<file path="config.mk">
export PLATFORM = sky130hd
export DESIGN_NAME = decode_sequencer_flat
export DESIGN_NICKNAME = d
export VERILOG_FILES = /design/src/rtl/decode_sequencer_pkg.sv /design/src/rtl/decode_sequencer_if.sv /design/src/rtl/decode_sequencer_stage_watchdog.sv /design/src/rtl/decode_sequencer.sv /design/src/flat_wrapper.sv
export SDC_FILE = /design/constraint.sdc
export NUM_CORES = 1
export LEC_CHECK = 0
export CAP_MARGIN = 20
export CORE_MARGIN = 2
export CORE_UTILIZATION = 41
export CTS_CLUSTER_DIAMETER = 40
export DETAILED_ROUTE_END_ITERATION = 12
export MAX_ROUTING_LAYER = met4
export PLACE_DENSITY = 0.95
export RECOVER_POWER = 25
export SLEW_MARGIN = 20
export SYNTH_ARGS = -nofsm -noshare
export SYNTH_HDL_FRONTEND = slang
export SYNTH_SLANG_ARGS = --single-unit
</file>
<file path="constraint.sdc">
create_clock -name Clock -period 2.81 [get_ports Clock]
set_clock_uncertainty 0.15 [all_clocks]
set_input_delay 0.562 -clock Clock [delete_from_list [all_inputs] [get_ports Clock]]
set_output_delay 0.562 -clock Clock [all_outputs]
set_load 0.1 [all_outputs]
</file>
<file path="src/rtl/decode_sequencer_pkg.sv">
// -----------------------------------------------------------------------------
// decode_sequencer_pkg
// Shared types and constants for the JPEG decode sequencer:
//   - SRAM port widths and the watchdog counter width
//   - default stage timeout
//   - seq_states: sequencer state encoding (also the externally visible Stage)
//   - seq_regs_t / regs_for(): the registered FSM outputs implied by a state
// -----------------------------------------------------------------------------
package decode_sequencer_pkg;

   localparam int ADDR_W = 18;
   localparam int DATA_W = 16;
   localparam int WDOG_W = 24;

   localparam logic [WDOG_W-1:0] DEFAULT_TIMEOUT_CYCLES = 24'd8_000_000;

   typedef enum logic [2:0] {
      S_SEQ_IDLE  = 3'd0,
      S_SEQ_M3    = 3'd1,
      S_SEQ_M2    = 3'd2,
      S_SEQ_M1    = 3'd3,
      S_SEQ_GAP   = 3'd4,
      S_SEQ_DONE  = 3'd5,
      S_SEQ_ERROR = 3'd6
   } seq_states;

   // State plus every output that is a pure function of it, so that one
   // registered assignment keeps state and outputs in lock-step.
   typedef struct packed {
      seq_states state;
      logic      m3_en;
      logic      m2_en;
      logic      m1_en;
      logic      busy;
      logic      done;
      logic      error;
   } seq_regs_t;

   function automatic seq_regs_t regs_for(input seq_states s);
      seq_regs_t r;
      r.state = s;
      r.m3_en = (s == S_SEQ_M3);
      r.m2_en = (s == S_SEQ_M2);
      r.m1_en = (s == S_SEQ_M1);
      r.busy  = (s == S_SEQ_M3) || (s == S_SEQ_M2) || (s == S_SEQ_M1) || (s == S_SEQ_GAP);
      r.done  = (s == S_SEQ_DONE);
      r.error = (s == S_SEQ_ERROR);
      return r;
   endfunction

endpackage

</file>
<file path="src/rtl/decode_sequencer_if.sv">
// -----------------------------------------------------------------------------
// decode_sequencer_if
// Bundles the sequencer's control handshakes and SRAM agent buses.
//   master : the sequencer side (drives Enables, status, muxed SRAM port)
//   slave  : the environment side (Start/Skip_Mask, stage Stops, agent buses)
// Signals:
//   Start, Skip_Mask[2:0]          run request and stage skip mask
//   M3/M2/M1_Enable, _Stop         per-stage level handshake
//   <agent>_SRAM_address/_write_data/_we_n  for UART, M3, M2, M1
//   VGA_SRAM_address               display read address
//   SRAM_address/_write_data/_we_n granted SRAM port
//   Busy, Done, Error, Stage[2:0]  status
// -----------------------------------------------------------------------------
interface decode_sequencer_if;
   import decode_sequencer_pkg::*;

   logic              Start;
   logic [2:0]        Skip_Mask;

   logic              M3_Enable, M2_Enable, M1_Enable;
   logic              M3_Stop,   M2_Stop,   M1_Stop;

   logic [ADDR_W-1:0] UART_SRAM_address, M3_SRAM_address, M2_SRAM_address, M1_SRAM_address;
   logic [DATA_W-1:0] UART_SRAM_write_data, M3_SRAM_write_data, M2_SRAM_write_data, M1_SRAM_write_data;
   logic              UART_SRAM_we_n, M3_SRAM_we_n, M2_SRAM_we_n, M1_SRAM_we_n;
   logic [ADDR_W-1:0] VGA_SRAM_address;

   logic [ADDR_W-1:0] SRAM_address;
   logic [DATA_W-1:0] SRAM_write_data;
   logic              SRAM_we_n;

   logic              Busy, Done, Error;
   logic [2:0]        Stage;

   modport master (
      input  Start, Skip_Mask,
      input  M3_Stop, M2_Stop, M1_Stop,
      input  UART_SRAM_address, M3_SRAM_address, M2_SRAM_address, M1_SRAM_address,
      input  UART_SRAM_write_data, M3_SRAM_write_data, M2_SRAM_write_data, M1_SRAM_write_data,
      input  UART_SRAM_we_n, M3_SRAM_we_n, M2_SRAM_we_n, M1_SRAM_we_n,
      input  VGA_SRAM_address,
      output M3_Enable, M2_Enable, M1_Enable,
      output SRAM_address, SRAM_write_data, SRAM_we_n,
      output Busy, Done, Error, Stage
   );

   modport slave (
      output Start, Skip_Mask,
      output M3_Stop, M2_Stop, M1_Stop,
      output UART_SRAM_address, M3_SRAM_address, M2_SRAM_address, M1_SRAM_address,
      output UART_SRAM_write_data, M3_SRAM_write_data, M2_SRAM_write_data, M1_SRAM_write_data,
      output UART_SRAM_we_n, M3_SRAM_we_n, M2_SRAM_we_n, M1_SRAM_we_n,
      output VGA_SRAM_address,
      input  M3_Enable, M2_Enable, M1_Enable,
      input  SRAM_address, SRAM_write_data, SRAM_we_n,
      input  Busy, Done, Error, Stage
   );

endinterface

</file>
<file path="src/rtl/decode_sequencer_stage_watchdog.sv">
// -----------------------------------------------------------------------------
// stage_watchdog
// Cycle counter that flags a stage which has run too long.
// Ports:
//   Clock, Resetn  clock, asynchronous active-low reset
//   clear          force the count to 0 (held while no stage is running)
//   count_en       a stage is running; count this cycle
//   expired        count_en and count == TIMEOUT_CYCLES-1
// -----------------------------------------------------------------------------
module stage_watchdog
   import decode_sequencer_pkg::*;
#(
   parameter logic [WDOG_W-1:0] TIMEOUT_CYCLES = DEFAULT_TIMEOUT_CYCLES
) (
   input  logic Clock,
   input  logic Resetn,
   input  logic clear,
   input  logic count_en,
   output logic expired
);

   logic [WDOG_W-1:0] count;

   always_ff @(posedge Clock or negedge Resetn) begin
      if (!Resetn) begin
         count <= '0;
      end else if (clear) begin
         count <= '0;
      end else if (count_en) begin
         count <= count + 1'b1;
      end
   end

   // Count k during the k-th cycle (from 0) of a stage, so the stage is
   // aborted at the end of its TIMEOUT_CYCLES-th cycle.
   assign expired = count_en && (count == TIMEOUT_CYCLES - 1'b1);

endmodule

</file>
<file path="src/rtl/decode_sequencer.sv">
// -----------------------------------------------------------------------------
// decode_sequencer
// Top-level JPEG decode sequencer. Runs M3 -> M2 -> M1 with level-held
// Enable/Stop handshakes, a one-cycle GAP between stages, a per-stage
// watchdog, and a combinational SRAM grant mux driven from registered state.
// Ports:
//   Clock   system clock (rising edge)
//   Resetn  asynchronous active-low reset
//   bus     decode_sequencer_if.master: Start/Skip_Mask, stage handshakes,
//           agent SRAM buses, granted SRAM port, Busy/Done/Error/Stage
// -----------------------------------------------------------------------------
module decode_sequencer
   import decode_sequencer_pkg::*;
#(
   parameter logic [WDOG_W-1:0] TIMEOUT_CYCLES = DEFAULT_TIMEOUT_CYCLES
) (
   input  logic Clock,
   input  logic Resetn,
   decode_sequencer_if.master bus
);

   seq_regs_t  regs;
   seq_states  last_stage;   // stage just left, consulted in GAP
   logic [2:0] mask_q;
   logic       in_stage;
   logic       stop_active;
   logic       expired;

   // First non-skipped stage after 'after' in M3 -> M2 -> M1 order.
   // S_SEQ_IDLE stands for "before any stage".
   function automatic seq_states next_stage(input seq_states after, input logic [2:0] mask);
      if ((after == S_SEQ_IDLE) && !mask[0])
         return S_SEQ_M3;
      if (((after == S_SEQ_IDLE) || (after == S_SEQ_M3)) && !mask[1])
         return S_SEQ_M2;
      if (((after == S_SEQ_IDLE) || (after == S_SEQ_M3) || (after == S_SEQ_M2)) && !mask[2])
         return S_SEQ_M1;
      return S_SEQ_DONE;
   endfunction

   assign in_stage = (regs.state == S_SEQ_M3) || (regs.state == S_SEQ_M2) ||
                     (regs.state == S_SEQ_M1);

   // Only the active stage's Stop is listened to.
   always_comb begin
      stop_active = 1'b0;
      case (regs.state)
         S_SEQ_M3: stop_active = bus.M3_Stop;
         S_SEQ_M2: stop_active = bus.M2_Stop;
         S_SEQ_M1: stop_active = bus.M1_Stop;
         default:  stop_active = 1'b0;
      endcase
   end

   // Held clear outside stages; every stage is entered from a non-stage
   // state, so the count always starts from 0.
   stage_watchdog #(
      .TIMEOUT_CYCLES (TIMEOUT_CYCLES)
   ) u_watchdog (
      .Clock    (Clock),
      .Resetn   (Resetn),
      .clear    (!in_stage),
      .count_en (in_stage),
      .expired  (expired)
   );

   always_ff @(posedge Clock or negedge Resetn) begin
      if (!Resetn) begin
         regs       <= regs_for(S_SEQ_IDLE);
         last_stage <= S_SEQ_IDLE;
         mask_q     <= '0;
      end else begin
         case (regs.state)
            S_SEQ_IDLE, S_SEQ_DONE, S_SEQ_ERROR: begin
               if (bus.Start) begin
                  mask_q <= bus.Skip_Mask;
                  regs   <= regs_for(next_stage(S_SEQ_IDLE, bus.Skip_Mask));
               end
            end
            S_SEQ_M3, S_SEQ_M2, S_SEQ_M1: begin
               // Stop takes priority over a simultaneous timeout.
               if (stop_active) begin
                  last_stage <= regs.state;
                  regs       <= regs_for(S_SEQ_GAP);
               end else if (expired) begin
                  regs <= regs_for(S_SEQ_ERROR);
               end
            end
            S_SEQ_GAP: begin
               regs <= regs_for(next_stage(last_stage, mask_q));
            end
            default: begin
               regs <= regs_for(S_SEQ_IDLE);
            end
         endcase
      end
   end

   assign bus.M3_Enable = regs.m3_en;
   assign bus.M2_Enable = regs.m2_en;
   assign bus.M1_Enable = regs.m1_en;
   assign bus.Busy      = regs.busy;
   assign bus.Done      = regs.done;
   assign bus.Error     = regs.error;
   assign bus.Stage     = regs.state;

   // SRAM grant: no pipeline stage here, owners register their own outputs.
   always_comb begin
      bus.SRAM_address    = '0;
      bus.SRAM_write_data = '0;
      bus.SRAM_we_n       = 1'b1;
      case (regs.state)
         S_SEQ_IDLE: begin
            bus.SRAM_address    = bus.UART_SRAM_address;
            bus.SRAM_write_data = bus.UART_SRAM_write_data;
            bus.SRAM_we_n       = bus.UART_SRAM_we_n;
         end
         S_SEQ_M3: begin
            bus.SRAM_address    = bus.M3_SRAM_address;
            bus.SRAM_write_data = bus.M3_SRAM_write_data;
            bus.SRAM_we_n       = bus.M3_SRAM_we_n;
         end
         S_SEQ_M2: begin
            bus.SRAM_address    = bus.M2_SRAM_address;
            bus.SRAM_write_data = bus.M2_SRAM_write_data;
            bus.SRAM_we_n       = bus.M2_SRAM_we_n;
         end
         S_SEQ_M1: begin
            bus.SRAM_address    = bus.M1_SRAM_address;
            bus.SRAM_write_data = bus.M1_SRAM_write_data;
            bus.SRAM_we_n       = bus.M1_SRAM_we_n;
         end
         S_SEQ_DONE: begin
            bus.SRAM_address    = bus.VGA_SRAM_address;
         end
         default: begin
            // GAP and ERROR park the port with writes disabled.
            bus.SRAM_address    = '0;
         end
      endcase
   end

endmodule

</file>
<file path="src/flat_wrapper.sv">
// flat-port wrapper written by rule: the top's interface ports become plain ports
module decode_sequencer_flat import decode_sequencer_pkg::*;
#(
   parameter logic [WDOG_W-1:0] TIMEOUT_CYCLES = DEFAULT_TIMEOUT_CYCLES
)
  (Clock, Resetn, bus_Start, bus_Skip_Mask, bus_M3_Stop, bus_M2_Stop, bus_M1_Stop, bus_UART_SRAM_address, bus_M3_SRAM_address, bus_M2_SRAM_address, bus_M1_SRAM_address, bus_UART_SRAM_write_data, bus_M3_SRAM_write_data, bus_M2_SRAM_write_data, bus_M1_SRAM_write_data, bus_UART_SRAM_we_n, bus_M3_SRAM_we_n, bus_M2_SRAM_we_n, bus_M1_SRAM_we_n, bus_VGA_SRAM_address, bus_M3_Enable, bus_M2_Enable, bus_M1_Enable, bus_SRAM_address, bus_SRAM_write_data, bus_SRAM_we_n, bus_Busy, bus_Done, bus_Error, bus_Stage);
  decode_sequencer_if bus_i ();
  input  logic Clock;
  input  logic Resetn;
  input wire logic [$bits(bus_i.Start)-1:0] bus_Start;
  input wire logic [$bits(bus_i.Skip_Mask)-1:0] bus_Skip_Mask;
  input wire logic [$bits(bus_i.M3_Stop)-1:0] bus_M3_Stop;
  input wire logic [$bits(bus_i.M2_Stop)-1:0] bus_M2_Stop;
  input wire logic [$bits(bus_i.M1_Stop)-1:0] bus_M1_Stop;
  input wire logic [$bits(bus_i.UART_SRAM_address)-1:0] bus_UART_SRAM_address;
  input wire logic [$bits(bus_i.M3_SRAM_address)-1:0] bus_M3_SRAM_address;
  input wire logic [$bits(bus_i.M2_SRAM_address)-1:0] bus_M2_SRAM_address;
  input wire logic [$bits(bus_i.M1_SRAM_address)-1:0] bus_M1_SRAM_address;
  input wire logic [$bits(bus_i.UART_SRAM_write_data)-1:0] bus_UART_SRAM_write_data;
  input wire logic [$bits(bus_i.M3_SRAM_write_data)-1:0] bus_M3_SRAM_write_data;
  input wire logic [$bits(bus_i.M2_SRAM_write_data)-1:0] bus_M2_SRAM_write_data;
  input wire logic [$bits(bus_i.M1_SRAM_write_data)-1:0] bus_M1_SRAM_write_data;
  input wire logic [$bits(bus_i.UART_SRAM_we_n)-1:0] bus_UART_SRAM_we_n;
  input wire logic [$bits(bus_i.M3_SRAM_we_n)-1:0] bus_M3_SRAM_we_n;
  input wire logic [$bits(bus_i.M2_SRAM_we_n)-1:0] bus_M2_SRAM_we_n;
  input wire logic [$bits(bus_i.M1_SRAM_we_n)-1:0] bus_M1_SRAM_we_n;
  input wire logic [$bits(bus_i.VGA_SRAM_address)-1:0] bus_VGA_SRAM_address;
  output wire logic [$bits(bus_i.M3_Enable)-1:0] bus_M3_Enable;
  output wire logic [$bits(bus_i.M2_Enable)-1:0] bus_M2_Enable;
  output wire logic [$bits(bus_i.M1_Enable)-1:0] bus_M1_Enable;
  output wire logic [$bits(bus_i.SRAM_address)-1:0] bus_SRAM_address;
  output wire logic [$bits(bus_i.SRAM_write_data)-1:0] bus_SRAM_write_data;
  output wire logic [$bits(bus_i.SRAM_we_n)-1:0] bus_SRAM_we_n;
  output wire logic [$bits(bus_i.Busy)-1:0] bus_Busy;
  output wire logic [$bits(bus_i.Done)-1:0] bus_Done;
  output wire logic [$bits(bus_i.Error)-1:0] bus_Error;
  output wire logic [$bits(bus_i.Stage)-1:0] bus_Stage;
  assign bus_i.Start = bus_Start;
  assign bus_i.Skip_Mask = bus_Skip_Mask;
  assign bus_i.M3_Stop = bus_M3_Stop;
  assign bus_i.M2_Stop = bus_M2_Stop;
  assign bus_i.M1_Stop = bus_M1_Stop;
  assign bus_i.UART_SRAM_address = bus_UART_SRAM_address;
  assign bus_i.M3_SRAM_address = bus_M3_SRAM_address;
  assign bus_i.M2_SRAM_address = bus_M2_SRAM_address;
  assign bus_i.M1_SRAM_address = bus_M1_SRAM_address;
  assign bus_i.UART_SRAM_write_data = bus_UART_SRAM_write_data;
  assign bus_i.M3_SRAM_write_data = bus_M3_SRAM_write_data;
  assign bus_i.M2_SRAM_write_data = bus_M2_SRAM_write_data;
  assign bus_i.M1_SRAM_write_data = bus_M1_SRAM_write_data;
  assign bus_i.UART_SRAM_we_n = bus_UART_SRAM_we_n;
  assign bus_i.M3_SRAM_we_n = bus_M3_SRAM_we_n;
  assign bus_i.M2_SRAM_we_n = bus_M2_SRAM_we_n;
  assign bus_i.M1_SRAM_we_n = bus_M1_SRAM_we_n;
  assign bus_i.VGA_SRAM_address = bus_VGA_SRAM_address;
  assign bus_M3_Enable = bus_i.M3_Enable;
  assign bus_M2_Enable = bus_i.M2_Enable;
  assign bus_M1_Enable = bus_i.M1_Enable;
  assign bus_SRAM_address = bus_i.SRAM_address;
  assign bus_SRAM_write_data = bus_i.SRAM_write_data;
  assign bus_SRAM_we_n = bus_i.SRAM_we_n;
  assign bus_Busy = bus_i.Busy;
  assign bus_Done = bus_i.Done;
  assign bus_Error = bus_i.Error;
  assign bus_Stage = bus_i.Stage;
  decode_sequencer #(.TIMEOUT_CYCLES(TIMEOUT_CYCLES)) u_core (.Clock(Clock), .Resetn(Resetn), .bus(bus_i));
endmodule
</file>
Word level (Yosys, flattened, before mapping). Index checks and enable logic that the tools add are counted.

Logic and storage cells: 103. Register bits after elaboration: 39. Output and inout bits: 44. Bits of input ports: 167.

Reductions and logical operators: 24. Equality and inequality tests: 23. Mux-type cells: 45. Add/subtract/negate cells: 1.

Operators by type and width (count): 18-bit case mux with 5 select lines (1); 16-bit case mux with 4 select lines (1); 3-bit 2-to-1 mux (15); 3-bit equality test, second input constant (9); 9-bit 2-to-1 mux (3); 9-bit case mux with 3 select lines (1); 24-bit by 1-bit adder with 24-bit output, second input constant (1); 24-bit by 23-bit equality test with 1-bit output, second input constant (1); 24-bit 2-to-1 mux (1); 3-bit by 2-bit equality test with 1-bit output, second input constant (7); 1-bit 2-to-1 mux (21); 3-bit by 1-bit equality test with 1-bit output, second input constant (4); 1-bit logical OR (10); 3-bit zero test (2); 2-bit AND reduction (3); 3-bit OR reduction (2); 1-bit logical AND (4); 1-bit case mux with 4 select lines (1); 1-bit zero test (3); 3-bit by 1-bit inequality test with 1-bit output, second input constant (1); 1-bit case mux with 3 select lines (1); 2-bit inequality test, second input constant (1).

Logic depth before layout (Yosys ltp).
Depth in word-level cells: 21. Depth in mapped cells: 7.

By module. A second synthesis with hierarchy kept.

Cells, all modules: 398. Area total of the unflattened synthesis: 3345.7 sq um.

By module, submodules not included: decode_sequencer (sequential area each 375.4 sq um, cells an instance 254, instances 1, area an instance 2011.9 sq um); stage_watchdog (sequential area each 600.6 sq um, cells an instance 144, instances 1, area an instance 1333.8 sq um).

Least setup slack after synthesis. No wires, ideal clock.

Path type: register to output. Start: register u_core.regs (netlist bit u_core.bus.Stage[1]). End: output bus_SRAM_address[10]. Path slack: -1.366 ns. Data arrival time: 3.464 ns. Data required time: 2.098 ns. Stages on the path, launching flop included: 7. Path buffers: 2. Path through: dfrtp_1 buf_2 inv_2 nor2_2 clkbuf_1 a21oi_1 o22ai_1.

Longest elaborated chain between the ends: 2. Elaborated cells between the ends (all ways): 6.

Ends and longest elaborated chain: start: declaration (RTL line decode_sequencer.sv:22) `seq_regs_t regs;`; start signal: assignment (RTL line decode_sequencer.sv:69) `regs <= regs_for(S_SEQ_IDLE);`; start signal: assignment (RTL line decode_sequencer.sv:77) `regs <= regs_for(next_stage(S_SEQ_IDLE, bus.Skip_Mask));`; start signal: assignment (RTL line decode_sequencer.sv:84) `regs <= regs_for(S_SEQ_GAP);`; 3-bit equality test (tied with other cells) (RTL line decode_sequencer.sv:112) `case (regs.state)`; 18-bit case mux with 5 select lines (*) (RTL line decode_sequencer.sv:112); end: declaration (RTL line flat_wrapper.sv:31) `output wire logic [$bits(bus_i.SRAM_address)-1:0] bus_SRAM_address;`.

Every way passes the cells marked *; elsewhere a longest branch is shown, timed or not.

Worst setup path after layout.
Start: register u_core.regs (netlist bit u_core.bus.Stage[1]). End: output bus_SRAM_write_data[6].

Longest elaborated chain between the ends: 2. Elaborated cells between the ends (all ways): 5.

Ends and longest elaborated chain: 3-bit by 2-bit equality test with 1-bit output (tied with other cells) (RTL line decode_sequencer.sv:112); 16-bit case mux with 4 select lines (*) (RTL line decode_sequencer.sv:112); end: declaration (RTL line flat_wrapper.sv:32) `output wire logic [$bits(bus_i.SRAM_write_data)-1:0] bus_SRAM_write_data;`.

Marks and branches as above.

==> impl_metrics.json <==
{
  "hp-class": "register to register",
  "hold_depth": 1,
  "synth_area_mm2": 0.00344,
  "cts.sinks": 39,
  "worstSetupStartpointType": "register",
  "crit_chain": "buf_4 > mux4_2 > and2_2 > buf_12",
  "holdPathEnd": "u_core.u_watchdog.count[0]",
  "ys_seq_area_share_pct": 28.4,
  "wl_met3_um": 1250,
  "first_global_vias": 3875,
  "yosys_warnings": 0,
  "io_pins": 211,
  "htree_levels": 2,
  "dieArea_mm2": 0.00913,
  "avgSynthCellArea_um2": 9.36,
  "synth_cell_type_count": 65,
  "ys.flop_type": "dfrtp_1",
  "p_leak_nw": 2.50,
  "grt_pass1_wl_um": 19400,
  "yosysTopAreaCell": "dfrtp_1",
  "whs_ns": 0.319,
  "tritoncts": "built",
  "ir_drop_v": 0.00110,
  "grt.overflow.total": 0,
  "nNetsFinal": 740,
  "area_growth_pct": 86.3,
  "cp_num_cells": 4,
  "drtPass1Iterations": 5,
  "antenna_left": 0,
  "drtIter0Drc": 148,
  "cp_slowest_cell": "dfrtp_4",
  "start_util_pct": 42.0,
  "die_h_um": 95.5,
  "clk_latency_ns": 0.30,
  "clockRootBuffer": "clkbuf_8",
  "drv_slew": 0,
  "critPathMaxFanout": 27,
  "routed-via-count": 3779,
  "grt_max_degree": 40,
  "r2r_slack_ns": 0.42,
  "port_buffers": 210,
  "cts_made_buffers": 5,
  "fp.coreArea_mm2": 0.00818,
  "crit_required_ns": 2.10,
  "powerDensity_mw_per_mm2": 1260,
  "layout_common_cells": "165 x clkdlybuf4s50_1, 53 x nor2_1, 41 x buf_12",
  "wl_per_cell_um": 19.7,
  "antenna_found_initial": 1,
  "crit_path_end_kind": "primary output",
  "track_usage_pct": 28.5,
  "r2r_start": "u_core.bus.Stage[0]",
  "drcViolationCount": 0,
  "path_buf_inv": 2,
  "path_clk_slew_ns": 0.07,
  "synth-seq-cells": 39,
  "arrival_ns": 2.01,
  "fin_crit_sh_pct": 96.8,
  "routed_via_density": 5.57,
  "layout_commonest_cell": "clkdlybuf4s50_1",
  "nFillCells": 493,
  "max_freq_ghz": 0.368,
  "async_reset_ff_share_pct": 100,
  "die_w_um": 95.5,
  "max-cap-violations": 0,
  "fin_tns_setup_ns": 0,
  "place_hpwl_um": 11000,
  "outcome": "finished, final reports clean",
  "crit_family": "flip-flops",
  "setup_violations": 0,
  "finalHoldViolCount": 0,
  "post-route-min-period_ns": 2.72,
  "synth-edff-count": 0,
  "drive_gt1_share_pct": 23.0,
  "routed.top_layer": "met4",
  "synth_top_area_share_pct": 28.4,
  "holdCritStartpoint": "u_core.u_watchdog.count[0]",
  "clockBufferDepth": 2,
  "synth.area.top_cells": "dfrtp_1 28%, mux4_2 11%, mux2i_1 10%",
  "wl_um": 13400,
  "wl_met2_um": 7210,
  "relSlewSlack_pct": 36.1,
  "gp_congestion": 0.936,
  "drt-met1-wl_um": 4670,
  "synthCells": 367,
  "rows": 33,
  "grt_setup_unrepaired": "no",
  "rr_worst_depth": 7,
  "syn_nets": 535,
  "r2r-end": "u_core.bus.Stage[2]",
  "path_class": "register to primary output",
  "max_stage_delay_ns": 0.63,
  "max_slew.worst_pin.slew_ns": 0.958
}
[cell families (layout without fill, tap and decap cells)]
logic type	after synthesis	in the layout	share of synthesized area, %
multiplexers	63	63	25.3
XOR/XNOR	22	22	5.61
other	0	1	0
adder cells (fa/ha/maj)	2	2	0.655
AND/OR/NAND/NOR	137	137	21.9
AO/OA/AOI/OAI	73	73	13.7
buffers and inverters	31	237	4.48
flip-flops	39	39	28.4
[worst max path at each step]
stage	startpoint	slack [ns]	endpoint
final	u_core.bus.Stage[1]	0.09	bus_SRAM_write_data[6]
after global routing	u_core.bus.Stage[0]	0.01	bus_SRAM_address[16]
after CTS	u_core.bus.Stage[0]	0.005	bus_SRAM_address[17]
after detailed placement	bus_M1_SRAM_we_n	0.19	bus_SRAM_we_n
after global placement	bus_M2_SRAM_we_n	0.19	bus_SRAM_we_n
after floorplan	u_core.bus.Stage[0]	0.01	bus_SRAM_write_data[0]
[worst register-to-register path, cell delays in order, from the launching register on]
cell	delay, ns
dfrtp_4	0.59
buf_8	0.22
buf_4	0.24
nand3b_1	0.24
o21a_1	0.21
nor2_2	0.08
nor2_4	0.19
mux2_1	0.36
[where the power goes]
| group | switching [mW] | leakage (nW) | total (mW) | internal (mW) |
|---|---|---|---|---|
| Sequential | 0.176 | 0.518 | 0.844 | 0.668 |
| Combinational | 4.21 | 1.94 | 6.86 | 2.64 |
| Clock | 0.194 | 0.0422 | 0.368 | 0.174 |
| Total | 4.58 | 2.50 | 8.07 | 3.48 |
[metal layers]
layer	global-route usage (%)	vias to the layer above
met2	52.2	198
met4	7.02	0
met1	30.0	1786
met5	-	-
met3	8.38	28
li1	-	1767
[timing repair]
| item | in CTS | in global routing |
|---|---|---|
| endpoints found under the setup margin | 2 | 19 |
| setup buffers | 0 | 2 |
| hold buffers | 0 | 0 |
| pin swaps | 1 | 1 |
| resized for setup | 0 | 0 |
[metrics by stage]
step | area [um^2] | utilization, % | cells | power (mW) | setup WS (ns)
2_1_floorplan | 3720 | - | 367 | 5.53 | 0.0115
3_3_place_gp | 6280 | 76.9 | 668 | 7.55 | 0.194
3_5_place_dp | 6280 | 76.9 | 668 | 7.66 | 0.195
4_1_cts | 6370 | 77.9 | 676 | 8.04 | 0.00455
5_1_grt | 6400 | 78.3 | 679 | 8.38 | 0.00962
6_report | 6400 | 78.3 | 679 | 8.07 | 0.0892
[Yosys cell counts, types with 3 or more instances]
master    instances
xnor2_1           6
and3_1            6
nand4_1           8
buf_2            11
dfrtp_1          39
nand2_1          11
o22ai_1          19
mux2_2            5
inv_1             4
o31ai_1           3
nor3_1            5
and2_1           19
clkbuf_1          7
mux4_2           17
xor2_1           16
o21ai_0           8
buf_4             4
nand3_1           8
nor2_1           53
mux2_1            5
or2_1             3
mux2i_1          35
a21oi_1          23
[sequential cells by signal, summed over array words and instances, names as in the netlist]
name / cells
u_core.bus.Done: 1
u_core.bus.Busy: 1
u_core.bus.Error: 1
u_core.bus.M3_Enable: 1
u_core.bus.M2_Enable: 1
u_core.bus.M1_Enable: 1
u_core.bus.Stage: 3
u_core.last_stage: 3
u_core.u_watchdog.count: 24
u_core.mask_q: 3
[area by class of cell]
type                       count  area (um^2)  share of cell area, %
clock buffer                   7         76.3                   1.19
sequential                    39          985                   15.4
tap                          105          131                   2.05
antenna                        1         2.50                 0.0391
multi-input combinational    297         2570                   40.1
timing repair buffer         223         2610                   40.7
clock inverter                 1         5.00                 0.0782
inverter                       6         23.8                  0.371
Note: power is estimated with default switching activity, not from simulation.
